`src/rtl/wb_master_bridge.sv`:
```
// wb_master_bridge: single-outstanding WISHBONE master.
// A client posts one read/write command at a time. The bridge runs the
// bus cycle, applies an ack timeout and returns a one-cycle response
// strobe carrying read data or a timeout error.
// Optional feature: define WB_MASTER_RETRY_EN to retry a command once
// after its first timeout, with a one-cycle bus release (BACKOFF) in between.
module wb_master_bridge #(
  parameter int ADR_W          = 26,
  parameter int DAT_W          = 32,
  parameter int TIMEOUT_CYCLES = 16,
  parameter int SSP_BIT        = 16
) (
  input  logic             clk_i,
  input  logic             rst_i,
  input  logic             cmd_valid_i,
  output logic             cmd_ready_o,
  input  logic             cmd_we_i,
  input  logic [ADR_W-1:0] cmd_adr_i,
  input  logic [DAT_W-1:0] cmd_dat_i,
  output logic             rsp_valid_o,
  output logic [DAT_W-1:0] rsp_dat_o,
  output logic             rsp_err_o,
  output logic [ADR_W-1:0] adr_o,
  output logic [DAT_W-1:0] dat_o,
  output logic             we_o,
  output logic             stb_o,
  output logic             cyc_o,
  output logic             taga_o,
  input  logic [DAT_W-1:0] dat_i,
  input  logic             ack_i,
  input  logic             tagd_i
);

  typedef enum logic [2:0] {
    S_IDLE,
    S_REQ,
    S_WAIT,
    S_DONE
`ifdef WB_MASTER_RETRY_EN
    , S_BACKOFF
`endif
  } state_t;

  localparam logic [7:0] TO_LAST = 8'(TIMEOUT_CYCLES - 1);

  state_t           state_q, state_d;
  logic [7:0]       cnt_q, cnt_d;
  logic             ready_q, ready_d;
  logic             cyc_q, cyc_d;
  logic             we_q, we_d;
  logic [ADR_W-1:0] adr_q, adr_d;
  logic [DAT_W-1:0] dat_q, dat_d;
  logic             rsp_valid_q, rsp_valid_d;
  logic             rsp_err_q, rsp_err_d;
  logic [DAT_W-1:0] rsp_dat_q, rsp_dat_d;
  logic             retried_q, retried_d;

  // tagd_i marks SSP reads on the slave side; control never depends on it
  logic unused_tagd;
  assign unused_tagd = tagd_i;

  // Next-state and next-output logic for the bus-cycle FSM
  always_comb begin
    state_d     = state_q;
    cnt_d       = cnt_q;
    ready_d     = ready_q;
    cyc_d       = cyc_q;
    we_d        = we_q;
    adr_d       = adr_q;
    dat_d       = dat_q;
    rsp_valid_d = 1'b0;
    rsp_err_d   = rsp_err_q;
    rsp_dat_d   = rsp_dat_q;
    retried_d   = retried_q;
    case (state_q)
      S_IDLE: begin
        if (cmd_valid_i && ready_q) begin
          adr_d     = cmd_adr_i;
          dat_d     = cmd_dat_i;
          we_d      = cmd_we_i;
          cyc_d     = 1'b1;
          ready_d   = 1'b0;
          retried_d = 1'b0;
          state_d   = S_REQ;
        end
      end
      S_REQ: begin
        cnt_d   = '0;
        state_d = S_WAIT;
      end
      S_WAIT: begin
        if (ack_i) begin
          // SSP region only drives byte 0 of read data
          if (!we_q)
            rsp_dat_d = adr_q[SSP_BIT] ? {{(DAT_W-8){1'b0}}, dat_i[7:0]} : dat_i;
          rsp_err_d   = 1'b0;
          rsp_valid_d = 1'b1;
          cyc_d       = 1'b0;
          we_d        = 1'b0;
          state_d     = S_DONE;
        end else if (cnt_q == TO_LAST) begin
`ifdef WB_MASTER_RETRY_EN
          if (!retried_q) begin
            retried_d = 1'b1;
            cyc_d     = 1'b0;
            state_d   = S_BACKOFF;
          end else
`endif
          begin
            rsp_dat_d   = '0;
            rsp_err_d   = 1'b1;
            rsp_valid_d = 1'b1;
            cyc_d       = 1'b0;
            we_d        = 1'b0;
            state_d     = S_DONE;
          end
        end else begin
          cnt_d = cnt_q + 8'd1;
        end
      end
`ifdef WB_MASTER_RETRY_EN
      S_BACKOFF: begin
        // bus released for one cycle; adr/dat/we kept for the retry
        cyc_d   = 1'b1;
        state_d = S_REQ;
      end
`endif
      S_DONE: begin
        ready_d = 1'b1;
        state_d = S_IDLE;
      end
      default: begin
        state_d = S_IDLE;
        ready_d = 1'b1;
        cyc_d   = 1'b0;
      end
    endcase
  end

  // State and registered outputs, synchronous reset
  always_ff @(posedge clk_i) begin
    if (rst_i) begin
      state_q     <= S_IDLE;
      cnt_q       <= '0;
      ready_q     <= 1'b1;
      cyc_q       <= 1'b0;
      we_q        <= 1'b0;
      adr_q       <= '0;
      dat_q       <= '0;
      rsp_valid_q <= 1'b0;
      rsp_err_q   <= 1'b0;
      rsp_dat_q   <= '0;
      retried_q   <= 1'b0;
    end else begin
      state_q     <= state_d;
      cnt_q       <= cnt_d;
      ready_q     <= ready_d;
      cyc_q       <= cyc_d;
      we_q        <= we_d;
      adr_q       <= adr_d;
      dat_q       <= dat_d;
      rsp_valid_q <= rsp_valid_d;
      rsp_err_q   <= rsp_err_d;
      rsp_dat_q   <= rsp_dat_d;
      retried_q   <= retried_d;
    end
  end

  assign cmd_ready_o = ready_q;
  assign cyc_o       = cyc_q;
  assign stb_o       = cyc_q;
  assign taga_o      = ~cyc_q;
  assign we_o        = we_q;
  assign adr_o       = adr_q;
  assign dat_o       = dat_q;
  assign rsp_valid_o = rsp_valid_q;
  assign rsp_err_o   = rsp_err_q;
  assign rsp_dat_o   = rsp_dat_q;

endmodule
```
`config.mk`:
```
export PLATFORM = sky130hd
export DESIGN_NAME = wb_master_bridge
export DESIGN_NICKNAME = d
export VERILOG_FILES = /design/src/rtl/wb_master_bridge.sv
export SDC_FILE = /design/constraint.sdc
export NUM_CORES = 1
export LEC_CHECK = 0
export ABC_AREA = 1
export CORE_MARGIN = 3
export CORE_UTILIZATION = 46
export CTS_CLUSTER_DIAMETER = 30
export CTS_CLUSTER_SIZE = 12
export DETAILED_ROUTE_END_ITERATION = 7
export PLACE_DENSITY_LB_ADDON = 0.25
export SYNTH_ARGS = -nofsm -noshare
export SYNTH_HDL_FRONTEND = slang
export SYNTH_SLANG_ARGS = --single-unit
```
`constraint.sdc`:
```
create_clock -name clk_i -period 2.6 [get_ports clk_i]
set_input_delay 0.78 -clock clk_i [delete_from_list [all_inputs] [get_ports clk_i]]
set_output_delay 0.78 -clock clk_i [all_outputs]
set_load 0.1 [all_outputs]
```
==> results of run 1 <==
## worst reg2reg max path, cell delays in order (launching register included)
cell     delay, ns
dfxtp_1       0.36
inv_1         0.10
ha_1          0.52
nand3_2       0.39
inv_1         0.26
nand2_1       0.07
a21oi_1       0.14
## state kept, by name (all words and copies together) (netlist names)
| name | count |
|---|---|
| cnt_q | 8 |
| dat_o | 32 |
| rsp_dat_o | 32 |
| state_q | 2 |
| cmd_ready_o | 1 |
| adr_o | 26 |
| rsp_valid_o | 1 |
| we_o | 1 |
| rsp_err_o | 1 |
| cyc_o | 1 |
## cell type report
class	count	area (um^2)	area share [%]
clock inverters	6	42.54	0.6598
multi-input cells	368	1760	27.30
inverters	131	491.7	7.627
well taps	129	161.4	2.503
flip-flops and latches	105	2102	32.60
repair buffers	200	1762	27.32
clock buffers	10	127.6	1.979
## layout by cell type, fill, tap and decap left out, drive strengths merged
cell type,netlist,routed
clkinv,0,2
nand3,15,15
ha,5,5
dfxtp,105,105
o21ai,60,60
inv,131,133
nand4,27,27
nand2,127,127
buf,18,106
o211ai,1,1
clkinvlp,0,2
xor2,2,2
clkdlybuf4s50,0,94
nor3b,2,2
nor2,53,53
a21oi,73,73
clkbuf,20,10
nand3b,2,2
o21bai,1,1
## how the worst max path moves through the flow
stage	endpoint	slack, ns	cells past startpoint
after global placement	cnt_q[5]	0.27	6
after floorplan	taga_o	0.16	1
final	rsp_dat_o[2]	0.59	7
after global routing	rsp_dat_o[28]	0.47	7
after detailed placement	rsp_dat_o[17]	0.22	7
after CTS	rsp_dat_o[2]	0.59	7
## cell families after synthesis
family          after synthesis  synth area share (%)
buf+inv                     169                 15.23
compound gates              135                 14.99
simple gates                226                 21.74
fa+ha+maj                     5                 1.377
flops                       105                 46.28
xor+xnor                      2                0.3857
## through the flow
step / cells / power (W) / instance area, um^2 / worst slack (ns) / hold slack, ns
floorplan: 642 / 0.006376 / 4542 / 0.1635 / 0.4503
global placement: 933 / 0.007369 / 6277 / 0.2703 / 0.4312
detailed placement: 933 / 0.007458 / 6277 / 0.2223 / 0.4346
CTS: 949 / 0.008384 / 6447 / 0.5851 / 0.4510
global route: 949 / 0.008746 / 6447 / 0.4688 / 0.4695
finish: 949 / 0.008339 / 6447 / 0.5911 / 0.4486
## power by group through the flow
stage          registers, W  logic [W]  clock network (W)
3_3_place_gp        0.00229    0.00508                  0
6_report            0.00228    0.00513           0.000927
4_1_cts             0.00229    0.00515           0.000948
5_1_grt             0.00234    0.00539            0.00102
3_5_place_dp        0.00232    0.00514                  0
2_1_floorplan       0.00520    0.00118                  0
## metal layers
metal  routed length [um]  share of wire, %  GRT usage (%)
met1                 5017                42          24.94
met2                 5562                46          35.43
met3                 1310                11          8.389
met4                  183               1.5          6.467
met5                    0                 0              0
## cell usage after synthesis
library cell,instances
inv_1,130
nand2_1,125
dfxtp_1,105
a21oi_1,73
o21ai_0,60
nor2_1,51
nand4_1,27
clkbuf_1,20
nand3_1,12
buf_2,7
buf_4,5
ha_1,5
buf_6,4
buf_1,2
nand2_2,2
nand3_2,2
nand3b_1,2
nor3b_1,2
xor2_1,2
inv_2,1
nand3_4,1
nor2_2,1
nor2_4,1
o211ai_1,1
o21bai_1,1
==> metrics.txt, run 1 <==
CTS Root Cell=clkbuf_8; antenna violations before repair=0; Die X=approximately 110 um; Buf/Inv on CP=3; post-cts gate resize count=0; I/O Pins=193; power per cell area=approximately 1300 mW/mm^2; die area=approximately 0.011 mm^2; Slew Limit Fails=0; global-route wire length before repair=a little under 20 mm; gr usage total=21.19%; clk_skew=~0.010 ns; worst slew pin tran=between 0.5 and 0.6 ns; R2R Setup Slk=roughly 0.7 ns; final net count=roughly 900; layout cells sized above 1=15.98%; # fillers=828; hold-critical path depth=2; Longest Clk Path Bufs=2; final core utilization=between 60% and 70%; antenna viol nets, final=0; Peak VDD IR=approximately 1.0 mV; FMAX=around 500 MHz; DR pass1 iterations=4; Post-route DRC=0; CP Launch Point=ack_i; Yosys warning count=0; row count=35; r2r startpoint=state_q[0]; Buffers on Ports=about 190; Clock power frac=11.1%; Critical Path Max Stage Delay=~0.56 ns; Worst path top cell family by delay=buffers and inverters; Rel. slew slack=about three fifths; R2R depth=6; Cell Chain, Critical Path=clkdlybuf4s50_1 > inv_2 > nand2_2 > nand3_4 > nand2_1 > inv_1 > nor2_1; Area contributors post-synth=dfxtp_1 46%, inv_1 11%, nand2_1 10%; synthesized flop and latch total=about 110; Final HPWL DP=about 8.8 mm; RSZ-0062 raised after global routing=false; sw power=~0.0049 W; worst setup path category=input port to flip-flop; clk_lat worst skew=0.35 ns; Tmin final=roughly 2 ns; Post-Syn Area=between 0.004 and 0.005 mm^2; Max-Cap Viols=0; # hold bufs at CTS=0; period utilization=77.27%; WP data arrival=2.29 ns; critical path's slowest cell=clkdlybuf4s50_1; DR vias=around 4500; diodes inserted=0; Via density=approximately 4.7; Iter 0 DRT Violations=between 150 and 200; sequential area share after synthesis=between 40% and 50%; synthesized area per cell=7.075 um^2; final setup violation count=0; core area=between 0.009 and 0.01 mm^2; TritonCTS Buffers=9; reg2reg end=cnt_q[6]; CP Data Required Time=around 2.9 ns; crit end category=flip-flop; setup TNS=0 ns; Final Wtd Congestion=~0.82; largest area contributor in the netlist=dfxtp_1; Synth top area share=46.28%; Netlist cell types=25; Mapped Nets=between 700 and 800; worst hold path type=flip-flop to flip-flop; drt wl/cell=~13 um; Leak=about 2.9 nW; Comb power frac=about three fifths; clock sink count=105; Net Sw Frac=approximately three fifths; critical path peak fanout=37; grt total ovfl=0; Die Y-Extent=105.4 um; setup bufs post-CTS=0; clk slew on worst S/H paths=0.11 ns; total wire length=12.08 mm; internal power=0.003443 W; gate count of the mapped netlist=642; startpoint types=input port; CTS tree=yes; final hold vios=0; hold endpoint=dat_o[13]; Starting Density=48.24%; largest net degree at the start of global routing=around 110; Syn-to-layout area delta=41.96%; vias in the first global route=~4300; Hold Startpoint=dat_o[13]; Seq pwr share=27.4%; htree depth=3; status=complete, no violations
Power figures use the tool's default switching activity.
==> run 2, diff against run 1 <==
- CORE_UTILIZATION: 46 -> 39
- clock period: 2.6 -> 1.7 ns (I/O delays scaled with it)
==> metrics.txt, run 2 (synthesized netlist as in run 1, its figures left out) <==
status=complete, no violations; total power=0.01552 W (+86%); # hold bufs at CTS=0 (unchanged); Rel. slew slack=80.37% (+18 points); Die Y-Extent=113.9 um (+8.1%); antenna viol nets, final=0 (unchanged); row count=38 (+8.6%); clk slew on worst S/H paths=0.07 ns (-0.04 ns); most frequent cells in the layout=129 x inv_1, 125 x nand2_1, 105 x buf_12, 101 x dfxtp_1, 94 x clkdlybuf4s50_1; largest net degree at the start of global routing=49 (-57%); Tmin final=between 1.5 and 2 ns; final hold vios=0 (unchanged); Top Usage Layer GRT=met2; CTS tree=yes; # fillers=803 (-3.0%); Starting Density=40.82% (-7.4 points); htree depth=3 (unchanged); grt met3 use=9.602% (+1.2 points); CP Data Required Time=1.96 ns (-0.92 ns); critical path peak fanout=7 (-81%); antenna violations before repair=0 (unchanged); Final Wtd Congestion=0.8335 (+1.6%); Final HPWL DP=10.13 mm (+15%); WP data arrival=1.84 ns (-0.45 ns); TritonCTS Buffers=9 (unchanged); I/O Pins=193 (unchanged); RSZ-0062 raised after global routing=false; vias in the first global route=4530 (+5.6%); diodes inserted=0 (unchanged); worst setup path category=input port to flip-flop; final instance area=0.007998 mm^2 (+24%); global-route wire length before repair=21.22 mm (+7.9%); met2 global-route usage=34.35% (-1.1 points); Post-route DRC=0 (unchanged); grt total ovfl=0 (unchanged); final net count=934 (+2.0%); Max-Cap Viols=0 (unchanged); DR pass1 iterations=4 (unchanged); FMAX=between 600 and 700 MHz; Peak VDD IR=1.430 mV (+40%); Iter 0 DRT Violations=381 (+110%); worst hold path type=flip-flop to flip-flop; Slew Limit Fails=0 (unchanged); DR vias=4599 (+2.3%); most common cell after layout, fill and taps aside=inv_1; Die X=113.9 um (+8.1%); layout cells sized above 1=18.38% (+2.4 points); Layout Cells excl Fill=978 (+3.1%); clk_skew=0.01060 ns (+0.0001041 ns); Syn-to-layout area delta=76.09%; setup TNS=0 ns (unchanged); final core utilization=71.88% (+3.4 points); Longest Clk Path Bufs=2 (unchanged); core area=0.01113 mm^2 (+18%); clock sink count=105 (unchanged); die area=0.01298 mm^2 (+17%); final setup violation count=0 (unchanged); startpoint types=input port; GRT met1 Usage=22.58% (-2.4 points); placement-stage cell area=0.007719 mm^2 (+23%); Leak=3.406 nW (+16%); power per cell area=1940 mW/mm^2 (+50%); Buffers on Ports=191 (unchanged); drt wl/cell=13.38 um (+5.2%); placed cells=962 (+3.1%); CTS Root Cell=clkbuf_16; worst slew pin tran=0.2945 ns (-0.2761 ns); crit end category=flip-flop; clk_lat worst skew=0.33 ns (-0.02 ns); period utilization=between 90 and 100%; Via density=4.702 (-0.76%); total wire length=13.09 mm (+8.4%); gr usage total=19.84% (-1.3 points)
run 2: changes by cell type in the layout (fill, tap and decap cells not counted), sizes merged:
cell      previous run  this run
clkinvlp             2         1
buf                106       124
clkbuf              10         9
inv                133       134
clkinv               2         3
run 2: power by group:
| group | switching, W | total, W | internal (W) |
|---|---|---|---|
| clock network | 0.000945 | 0.00195 | 0.00101 |
| logic | 0.00634 | 0.00972 | 0.00338 |
| registers | 0.000715 | 0.00384 | 0.00312 |
| total | 0.00800 | 0.0155 | 0.00752 |
run 2: per-layer routing:
layer | share of wire (%) | vias to the layer above
met3 | 12 | 6
met2 | 48 | 178
met5 | 0 | -
met1 | 40 | 2048
li1 | - | 2367
met4 | 0.50 | 0
run 2: per-stage QoR:
stage	hold slack [ns]	setup WS, ns
2_1_floorplan	0.4503	-0.01231
3_3_place_gp	0.4667	-0.1801
3_5_place_dp	0.4724	-0.2423
4_1_cts	0.4844	0.09642
5_1_grt	0.4923	0.0003118
6_report	0.4635	0.1148
run 2: path summary, 6_finish.rpt:
check | slack (ns) | from | cells after the start | endpoint
hold reg to reg | 0.46 | cnt_q[0] | 1 | cnt_q[0]
hold / removal | 0.46 | cnt_q[0] | 1 | cnt_q[0]
setup / recovery | 0.11 | ack_i | 8 | rsp_dat_o[27]
setup reg to reg | 0.17 | cnt_q[1] | 10 | rsp_dat_o[27]
run 2: worst max-delay path, stage by stage:
cell and delay, ns:
clkdlybuf4s50_1 0.57, inv_2 0.12, nand2_2 0.14, nand3_4 0.11
buf_4 0.18, nand2_1 0.06, inv_1 0.04, nor2_1 0.11
run 2: layout make-up:
| cell class | instances | area, um^2 | share of cell area (%) |
|---|---|---|---|
| clock buffer | 9 | 225.2 | 2.816 |
| timing repair buffer | 218 | 3186 | 39.83 |
| sequential | 105 | 2107 | 26.35 |
| clock inverter | 7 | 52.55 | 0.6571 |
| tap | 140 | 175.2 | 2.190 |
| multi-input combinational | 368 | 1760 | 22.01 |
| inverter | 131 | 491.7 | 6.148 |
run 2: what timing repair did:
action	in CTS	in global routing
setup buffers	0	0
endpoints found under the setup margin	0	4
gates resized for setup	0	1
